## config.mk

```make
export PLATFORM = sky130hd
export DESIGN_NAME = uart2apb_cmd_parser_flat
export DESIGN_NICKNAME = d
export VERILOG_FILES = /design/src/rtl/uart2apb_pkg.sv /design/src/rtl/uart2apb_cmd_parser_if.sv /design/src/rtl/uart2apb_cmd_parser.sv /design/src/flat_wrapper.sv
export SDC_FILE = /design/constraint.sdc
export NUM_CORES = 1
export LEC_CHECK = 0
export ABC_AREA = 1
export CAP_MARGIN = 25
export CORE_MARGIN = 1
export CORE_UTILIZATION = 55
export CTS_BUF_LIST = sky130_fd_sc_hd__clkbuf_16
export CTS_CLUSTER_DIAMETER = 30
export DETAILED_ROUTE_END_ITERATION = 8
export GPL_TIMING_DRIVEN = 1
export PLACE_DENSITY = 0.8
export SYNTH_ARGS = -nofsm -noshare
export SYNTH_HDL_FRONTEND = slang
export SYNTH_SLANG_ARGS = --single-unit
export TNS_END_PERCENT = 100
```

## constraint.sdc

```tcl
create_clock -name clk -period 2.8 [get_ports clk]
set_clock_uncertainty 0.05 [all_clocks]
set_input_delay 0.7 -clock clk [delete_from_list [all_inputs] [get_ports clk]]
set_output_delay 0.7 -clock clk [all_outputs]
set_load 0.01 [all_outputs]
```

## src/rtl/uart2apb_pkg.sv

```systemverilog
// Shared constants and types for the uart2apb command parser.
//   CMD_WR / CMD_RD : frame command bytes
//   state_e         : parser state encoding
package uart2apb_pkg;

  localparam int unsigned BYTE_W = 8;
  localparam int unsigned WORD_W = 32;

  localparam logic [BYTE_W-1:0] CMD_WR = 8'hA1;
  localparam logic [BYTE_W-1:0] CMD_RD = 8'hA0;

  typedef enum logic [1:0] {
    IDLE  = 2'd0,
    ADDR  = 2'd1,
    DATA  = 2'd2,
    ISSUE = 2'd3
  } state_e;

endpackage

```

## src/rtl/uart2apb_cmd_parser_if.sv

```systemverilog
// Handshake bundle between the prefetch FIFO, the command parser and the APB master.
//   data_in_valid/data_in/data_in_ready : byte stream from the prefetch FIFO
//   cmd_valid/cmd_ready/cmd_write/cmd_addr/cmd_wdata : assembled APB request
//   frame_err/timeout_err : single-cycle error pulses
// slave  : parser view (consumes bytes, produces commands)
// master : environment view (FIFO + APB master)
interface uart2apb_cmd_parser_if;
  import uart2apb_pkg::*;

  logic              data_in_valid;
  logic [BYTE_W-1:0] data_in;
  logic              data_in_ready;
  logic              cmd_valid;
  logic              cmd_ready;
  logic              cmd_write;
  logic [WORD_W-1:0] cmd_addr;
  logic [WORD_W-1:0] cmd_wdata;
  logic              frame_err;
  logic              timeout_err;

  modport slave (
    input  data_in_valid, data_in, cmd_ready,
    output data_in_ready, cmd_valid, cmd_write, cmd_addr, cmd_wdata,
           frame_err, timeout_err
  );

  modport master (
    output data_in_valid, data_in, cmd_ready,
    input  data_in_ready, cmd_valid, cmd_write, cmd_addr, cmd_wdata,
           frame_err, timeout_err
  );

endinterface

```

## src/rtl/uart2apb_cmd_parser.sv

```systemverilog
// Assembles CMD + 4 address bytes (+ 4 write-data bytes) into one APB request.
// Ports: clk, rst_n (async active-low), bus (slave modport of uart2apb_cmd_parser_if).
// TIMEOUT idle cycles between bytes of a frame abort it; TIMEOUT = 0 disables this.
module uart2apb_cmd_parser
  import uart2apb_pkg::*;
#(
  parameter int unsigned TIMEOUT = 100000,
  parameter int unsigned TO_W    = 17
) (
  input  logic                        clk,
  input  logic                        rst_n,
  uart2apb_cmd_parser_if.slave        bus
);

  localparam bit              TO_EN   = (TIMEOUT != 0);
  localparam logic [TO_W-1:0] TO_LAST = TO_W'(TIMEOUT - 1);

  state_e            state_q, state_d;
  logic [1:0]        bcnt_q, bcnt_d;
  logic [TO_W-1:0]   to_cnt_q, to_cnt_d;
  logic              data_in_ready_q, data_in_ready_d;
  logic              cmd_valid_q, cmd_valid_d;
  logic              cmd_write_q, cmd_write_d;
  logic [WORD_W-1:0] cmd_addr_q, cmd_addr_d;
  logic [WORD_W-1:0] cmd_wdata_q, cmd_wdata_d;
  logic              frame_err_q, frame_err_d;
  logic              timeout_err_q, timeout_err_d;

  logic accept_c, last_byte_c, expire_c, cmd_byte_c;

  // An accepted byte always beats a simultaneous counter expiry.
  assign accept_c    = bus.data_in_valid & data_in_ready_q;
  assign last_byte_c = accept_c && (bcnt_q == 2'd3);
  assign cmd_byte_c  = (bus.data_in == CMD_WR) || (bus.data_in == CMD_RD);
  assign expire_c    = TO_EN && ((state_q == ADDR) || (state_q == DATA)) &&
                       !accept_c && (to_cnt_q == TO_LAST);

  // State register
  always_ff @(posedge clk or negedge rst_n) begin
    if (!rst_n) state_q <= IDLE;
    else        state_q <= state_d;
  end

  // Next-state logic
  always_comb begin
    state_d = state_q;
    case (state_q)
      IDLE:  if (accept_c && cmd_byte_c) state_d = ADDR;
      ADDR:  if (last_byte_c)   state_d = cmd_write_q ? DATA : ISSUE;
             else if (expire_c) state_d = IDLE;
      DATA:  if (last_byte_c)   state_d = ISSUE;
             else if (expire_c) state_d = IDLE;
      ISSUE: if (bus.cmd_ready) state_d = IDLE;
      default: state_d = IDLE;
    endcase
  end

  // Output and datapath next values
  always_comb begin
    bcnt_d          = bcnt_q;
    to_cnt_d        = '0;
    cmd_write_d     = cmd_write_q;
    cmd_addr_d      = cmd_addr_q;
    cmd_wdata_d     = cmd_wdata_q;
    frame_err_d     = 1'b0;
    timeout_err_d   = 1'b0;
    data_in_ready_d = (state_d != ISSUE);
    cmd_valid_d     = (state_d == ISSUE);
    case (state_q)
      IDLE: begin
        bcnt_d = 2'd0;
        if (accept_c) begin
          if (cmd_byte_c) begin
            cmd_write_d = (bus.data_in == CMD_WR);
            cmd_wdata_d = '0;
          end else begin
            frame_err_d = 1'b1;
          end
        end
      end
      ADDR, DATA: begin
        if (accept_c) begin
          bcnt_d = bcnt_q + 2'd1;
          if (state_q == ADDR) cmd_addr_d  = {cmd_addr_q[WORD_W-BYTE_W-1:0], bus.data_in};
          else                 cmd_wdata_d = {cmd_wdata_q[WORD_W-BYTE_W-1:0], bus.data_in};
        end else if (expire_c) begin
          bcnt_d        = 2'd0;
          timeout_err_d = 1'b1;
        end else if (TO_EN) begin
          to_cnt_d = to_cnt_q + TO_W'(1);
        end
      end
      default: bcnt_d = 2'd0;
    endcase
  end

  // Datapath and output registers
  always_ff @(posedge clk or negedge rst_n) begin
    if (!rst_n) begin
      bcnt_q          <= 2'd0;
      to_cnt_q        <= '0;
      data_in_ready_q <= 1'b1;
      cmd_valid_q     <= 1'b0;
      cmd_write_q     <= 1'b0;
      cmd_addr_q      <= '0;
      cmd_wdata_q     <= '0;
      frame_err_q     <= 1'b0;
      timeout_err_q   <= 1'b0;
    end else begin
      bcnt_q          <= bcnt_d;
      to_cnt_q        <= to_cnt_d;
      data_in_ready_q <= data_in_ready_d;
      cmd_valid_q     <= cmd_valid_d;
      cmd_write_q     <= cmd_write_d;
      cmd_addr_q      <= cmd_addr_d;
      cmd_wdata_q     <= cmd_wdata_d;
      frame_err_q     <= frame_err_d;
      timeout_err_q   <= timeout_err_d;
    end
  end

  assign bus.data_in_ready = data_in_ready_q;
  assign bus.cmd_valid     = cmd_valid_q;
  assign bus.cmd_write     = cmd_write_q;
  assign bus.cmd_addr      = cmd_addr_q;
  assign bus.cmd_wdata     = cmd_wdata_q;
  assign bus.frame_err     = frame_err_q;
  assign bus.timeout_err   = timeout_err_q;

endmodule

```

## src/flat_wrapper.sv

```systemverilog
// flat-port wrapper written by rule: the top's interface ports become plain ports
module uart2apb_cmd_parser_flat import uart2apb_pkg::*;
#(
  parameter int unsigned TIMEOUT = 100000,
  parameter int unsigned TO_W    = 17
)
  (clk, rst_n, bus_data_in_valid, bus_data_in, bus_cmd_ready, bus_data_in_ready, bus_cmd_valid, bus_cmd_write, bus_cmd_addr, bus_cmd_wdata, bus_frame_err, bus_timeout_err);
  uart2apb_cmd_parser_if bus_i ();
  input  logic clk;
  input  logic rst_n;
  input wire logic [$bits(bus_i.data_in_valid)-1:0] bus_data_in_valid;
  input wire logic [$bits(bus_i.data_in)-1:0] bus_data_in;
  input wire logic [$bits(bus_i.cmd_ready)-1:0] bus_cmd_ready;
  output wire logic [$bits(bus_i.data_in_ready)-1:0] bus_data_in_ready;
  output wire logic [$bits(bus_i.cmd_valid)-1:0] bus_cmd_valid;
  output wire logic [$bits(bus_i.cmd_write)-1:0] bus_cmd_write;
  output wire logic [$bits(bus_i.cmd_addr)-1:0] bus_cmd_addr;
  output wire logic [$bits(bus_i.cmd_wdata)-1:0] bus_cmd_wdata;
  output wire logic [$bits(bus_i.frame_err)-1:0] bus_frame_err;
  output wire logic [$bits(bus_i.timeout_err)-1:0] bus_timeout_err;
  assign bus_i.data_in_valid = bus_data_in_valid;
  assign bus_i.data_in = bus_data_in;
  assign bus_i.cmd_ready = bus_cmd_ready;
  assign bus_data_in_ready = bus_i.data_in_ready;
  assign bus_cmd_valid = bus_i.cmd_valid;
  assign bus_cmd_write = bus_i.cmd_write;
  assign bus_cmd_addr = bus_i.cmd_addr;
  assign bus_cmd_wdata = bus_i.cmd_wdata;
  assign bus_frame_err = bus_i.frame_err;
  assign bus_timeout_err = bus_i.timeout_err;
  uart2apb_cmd_parser #(.TIMEOUT(TIMEOUT), .TO_W(TO_W)) u_core (.clk(clk), .rst_n(rst_n), .bus(bus_i));
endmodule
```

==> flow_summary.json, run 1 <==
{
  "status": "finished clean",
  "nets": 511,
  "synth_adder_area_share_pct": 2.14,
  "synth_cell_types": 33,
  "critPathArrivalTime_ps": 2360,
  "timing_hold_violations_final": 0,
  "syn_to_final_growth_pct": 28.8,
  "final_max_slew_viol_count": 0,
  "cts_made_buffers": 9,
  "peakVddDrop_mv": 0.797,
  "root_buffer": "clkbuf_16",
  "synth_edf_count": 0,
  "drt_iter0_markers": 215,
  "muxShareOfSynthArea_pct": 4.41,
  "antenna_found_initial": 0,
  "synth_top_family_by_area": "simple AND/OR/NAND/NOR gates",
  "die_y_um": 88.2,
  "synthCells": 413,
  "synth_compound_area_share_pct": 12.0,
  "syn_area_per_cell_um2": 9.89,
  "period_minus_slack_ps": 2190,
  "startpoint_type": "input pin",
  "first_global_vias": 2989,
  "tightest_slew_ps": 591,
  "grt_setup_unrepaired": "false",
  "worst-r2r-cell-count": 9,
  "p_per_area_nw_per_um2": 1150,
  "core_um2": 7210,
  "grt_max_degree": 65,
  "drtAntennaViolNets": 0,
  "clock_latency_ps": 340,
  "path_clk_slew_ps": 70,
  "post_cts_buffers": 0,
  "final_cell_mix": "101 x nand2_1, 89 x dfrtp_1, 79 x clkdlybuf4s50_1",
  "grt_overflow": 0,
  "dpl.hpwl_um": 5950,
  "syn-cell-area_um2": 4090,
  "ys_ff_latch": 90,
  "cts-htree-levels": 3,
  "cp_data_required_time_ps": 2970,
  "antenna_cells": 0,
  "die_area_um2": 7780,
  "synth-xor-area-share_pct": 0.858,
  "vias_per_cell": 5.10,
  "worstPathMaxFanout": 64,
  "drive_above_1_share_pct": 17.3,
  "grt_pass1_wl_um": 14000,
  "ys.flop_type": "dfrtp_1",
  "p_leak_nw": 2.36,
  "holdBufCountCts": 0,
  "post_cts_resized": 0,
  "layout_commonest_cell": "nand2_1",
  "r2r_end": "u_core.bus.cmd_wdata[10]",
  "rows": 31,
  "wl_per_cell_um": 14.3,
  "endpoint_kind": "flip-flop",
  "io_pins": 81,
  "hp-class": "in -> async",
  "max_freq_mhz": 456,
  "r2r_start": "u_core.state_q[0]",
  "fin_setup_tns_ps": 0,
  "die_x_um": 88.2,
  "gp_congestion": 0.856,
  "via_count": 3042,
  "wirelength_um": 8520,
  "track_usage_pct": 23.8,
  "syn_nets": 432,
  "first_pass_iters": 6,
  "numPortBuffers": 80,
  "relSlewSlack_pct": 60.6,
  "max-cap-violations": 0,
  "cts_tree": "built",
  "path_class": "in -> reg",
  "synthSimpleGateAreaFrac_pct": 19.1,
  "initial_utilization_pct": 56.6,
  "cts.sink_count": 90,
  "whs_ps": 313,
  "yosys_warnings": 0,
  "r2r_slack_ps": 920,
  "yosysSeqAreaShare_pct": 55.2,
  "layout_worst_path_cycle_share_pct": 78.4,
  "setup-violations-final": 0,
  "drc": 0,
  "async_reset_ff_share_pct": 100,
  "cts_buffer_depth": 2
}
## layout make-up
| type | count | area, µm² |
|---|---|---|
| clock buffer | 9 | 225 |
| fill | 552 | 1950 |
| inverter | 38 | 143 |
| clock inverter | 7 | 67.6 |
| tap | 99 | 124 |
| timing repair buffer | 85 | 873 |
| sequential | 90 | 2250 |
| multi-input combinational | 268 | 1570 |
## sequential cells by signal, indices dropped and copies added, names as in the netlist
| register | cells |
|---|---|
| u_core.bus.cmd_addr | 32 |
| u_core.bus.cmd_wdata | 32 |
| u_core.bus.timeout_err | 1 |
| u_core.state_q | 2 |
| u_core.bus.cmd_write | 1 |
| u_core.bcnt_q | 2 |
| u_core.bus.data_in_ready | 1 |
| u_core.bus.cmd_valid | 1 |
| u_core.to_cnt_q | 17 |
| u_core.bus.frame_err | 1 |
## metrics by stage
step,std cells,total power [mW],util (%),area [µm²],setup slack (ps)
finish,596,6.03,72.9,5260,606
global placement,580,4.77,68.9,4970,326
detailed placement,580,4.87,68.9,4970,247
global route,596,6.43,72.9,5260,443
floorplan,413,3.73,-,4090,996
CTS,596,6.07,72.9,5260,594
## report_power, final
group / switching, mW / leakage, nW / internal (mW)
combinational: 1.46 / 1.05 / 1.29
sequential: 0.338 / 1.17 / 1.76
clock: 0.557 / 0.142 / 0.629
total: 2.36 / 2.36 / 3.68
## critical path: stages
cell and delay [ps]:
clkdlybuf4s50_1 450, nor3_1 410, nand3_2 200, nand2_2 120
nand3_4 70, buf_12 210, nand2_1 120, o21ai_2 60
## cell usage after synthesis (5+ instances only)
library cell  number  share of area (%)
nand2_1          101                9.3
a21oi_1           16                2.0
buf_6              6                1.7
dfrtp_1           89                 55
nor2_1            31                2.8
ha_1               7                2.1
buf_2              5               0.61
o21ai_2           32                6.9
mux2_2            16                4.4
clkbuf_1           6               0.55
o21ai_0           11                1.3
nand3_1           11                1.3
inv_1             38                3.5
nor3_1             6               0.74
## worst max path at each step
stage	start	slack (ps)	endpoint
2_1_floorplan	u_core.state_q[0]	1000	u_core.bus.cmd_wdata[23]
3_3_place_gp	bus_data_in[3]	330	u_core.bus.cmd_wdata[9]
3_5_place_dp	bus_data_in[3]	250	u_core.bus.cmd_wdata[10]
4_1_cts	bus_data_in[3]	590	u_core.bus.cmd_wdata[10]
5_1_grt	bus_data_in[3]	440	u_core.bus.cmd_wdata[10]
6_report	bus_data_in[1]	610	u_core.bus.cmd_wdata[10]
## kinds of logic (layout without fill, tap and decap cells)
kind of cell | count (synthesis) | after routing
buf+inv | 55 | 139
flops | 90 | 90
compound gates | 69 | 69
mux | 16 | 16
simple gates | 172 | 172
xor+xnor | 4 | 4
fa+ha+maj | 7 | 7
## per-layer routing
layer,vias up,share of wire [%],track usage [%]
met5,-,0,0
met4,0,1.3,9.24
met3,10,5.5,6.60
met2,69,48,37.4
met1,1471,45,31.6
li1,1492,-,-
Note: power is estimated with default switching activity, not from simulation.
==> run 2, diff against run 1 <==
- CORE_UTILIZATION: 55 -> 47
- PLACE_DENSITY: 0.8 -> 0.73
- clock period: 2.8 -> 1.8 ns (I/O delays scaled with it)
==> run 2 against run 1 <==
  * Non-clock buffer count is 38 higher
  * Routed wire length increased by 14%
  * Cell count is 7.4% higher
  * Highest routed layer unchanged
==> flow_summary.json, run 2 (synthesis results as in run 1) <==
{
  "nets": 549,
  "grt_pass1_wl_um": 14300,
  "layout_commonest_cell": "nand2_1",
  "grt_overflow": 0,
  "final_cell_area_um2": 5830,
  "final_max_slew_viol_count": 0,
  "syn_to_final_growth_pct": 42.7,
  "grt_max_degree": 49,
  "regArea_um2": 2250,
  "wl_per_cell_um": 15.1,
  "path_class": "reg -> out",
  "layout_worst_path_cycle_share_pct": 99.4,
  "relSlewSlack_pct": 75.6,
  "cts_tree": "built",
  "crit_path_cell_trace": "clkdlybuf4s50_1",
  "r2r_slack_ps": 70,
  "initial_utilization_pct": 49.2,
  "worst-r2r-cell-count": 9,
  "root_buffer": "clkbuf_16",
  "dpl.hpwl_um": 6190,
  "status": "finished clean",
  "tightest_slew_ps": 363,
  "r2r_start": "u_core.state_q[0]",
  "critPathTopFamily": "buffers and inverters",
  "p_leak_nw": 2.98,
  "n_fill_cell": 609,
  "first_global_vias": 3045,
  "crit_buf_inv": 1,
  "endpoint_kind": "primary output",
  "critPathArrivalTime_ps": 1290,
  "multi_input_area_um2": 1640,
  "total_power_mw": 10.6,
  "fin_setup_tns_ps": 0,
  "cts-htree-levels": 3,
  "p_per_area_nw_per_um2": 1810,
  "io_pins": 81,
  "hp-class": "reg -> reg",
  "drt_iter0_markers": 151,
  "drc": 0,
  "hold_depth": 1,
  "drive_above_1_share_pct": 24.9,
  "max_freq_mhz": 559,
  "numPortBuffers": 80,
  "via_count": 3242,
  "hp-start": "u_core.to_cnt_q[0]",
  "timing_hold_violations_final": 0,
  "setup_ws_ps": 11.2,
  "gp_congestion": 0.850,
  "vias_per_cell": 5.07,
  "wirelength_um": 9690,
  "worstPathMaxFanout": 3,
  "first_pass_iters": 4,
  "startpoint_type": "flip-flop",
  "die_y_um": 95.2,
  "cp_slowest_stage_delay_ps": 560,
  "die_area_um2": 9070,
  "drtAntennaViolNets": 0,
  "core_um2": 8300,
  "cp_data_required_time_ps": 1300,
  "cts_made_buffers": 9,
  "cts_buffer_depth": 2,
  "r2r_end": "u_core.bus.cmd_wdata[10]",
  "antenna_cells": 0,
  "rows": 33,
  "utilization_pct": 70.3,
  "setup-violations-final": 0,
  "clock_latency_ps": 330,
  "period_minus_slack_ps": 1790,
  "max-cap-violations": 0,
  "peakVddDrop_mv": 1.05,
  "final_cell_mix": "100 x nand2_1, 89 x dfrtp_1, 47 x clkdlybuf4s50_1",
  "die_x_um": 95.2,
  "place_area_um2": 5200,
  "cp_slowest_cell": "clkdlybuf4s50_1",
  "worstHoldEndpoint": "u_core.to_cnt_q[0]",
  "place_worst_setup_slack_ps": -359,
  "cts.sink_count": 90,
  "track_usage_pct": 20.6,
  "antenna_found_initial": 0,
  "path_clk_slew_ps": 70
}
==> run 2: changes by cell type in the layout (fill, tap and decap cells not counted), sizes merged <==
| cell | before | now |
|---|---|---|
| clkinvlp | 1 | 0 |
| bufinv | 0 | 2 |
| dlygate4sd2 | 0 | 4 |
| dlygate4sd3 | 0 | 1 |
| inv | 43 | 42 |
| buf | 6 | 39 |
| clkdlybuf4s50 | 79 | 47 |
| dlymetal6s2s | 0 | 28 |
| clkbuf | 9 | 13 |
==> run 2: stage by stage <==
stage	std cells	hold WS (ps)
5_1_grt	640	432
4_1_cts	633	416
3_3_place_gp	614	314
3_5_place_dp	614	316
2_1_floorplan	413	104
6_report	640	409
==> run 2: repair_timing <==
action,CTS,global route
hold buffers,1,0
setup endpoints to repair,21,70
gates cloned,0,6
hold endpoints to repair,19,0
pin swaps,2,11
resized for setup,5,46
setup buffers,2,1
==> run 2: layout make-up <==
cell class,instances,share of cell area (%)
Clock buffer,9,3.86
Clock inverter,7,1.82
Inverter,38,2.45
Multi-Input combinational cell,268,28.0
Sequential cell,90,38.6
Tap cell,105,2.25
Timing Repair Buffer,123,22.9
==> run 2: worst max-delay path by stage <==
stage / slack [ps] / end / depth (start not counted) / startpoint
final: 10 / bus_cmd_wdata[15] / 1 / u_core.bus.cmd_wdata[15]
after detailed placement: -360 / u_core.bus.cmd_wdata[13] / 9 / bus_data_in[5]
after floorplan: 9 / u_core.bus.cmd_valid / 12 / u_core.state_q[0]
after CTS: 6 / bus_cmd_addr[7] / 1 / u_core.bus.cmd_addr[7]
after global routing: -10 / u_core.bus.cmd_valid / 11 / u_core.state_q[1]
after global placement: -310 / u_core.bus.cmd_wdata[10] / 9 / bus_data_in[5]
==> run 2: report_power, final <==
group / total [mW] / leakage (nW) / switching [mW] / internal (mW)
clock network: 2.06 / 0.163 / 0.813 / 1.24
logic: 5.25 / 1.65 / 2.64 / 2.61
registers: 3.25 / 1.17 / 0.503 / 2.75
total: 10.6 / 2.98 / 3.96 / 6.60
==> run 2: metal layers <==
layer / global-route usage (%) / part of all wire, % / vias up
met5: 0 / 0 / -
met4: 6.06 / 1.9 / 0
met3: 6.54 / 5.6 / 15
met2: 33.9 / 50 / 85
met1: 26.1 / 43 / 1565
li1: - / - / 1577
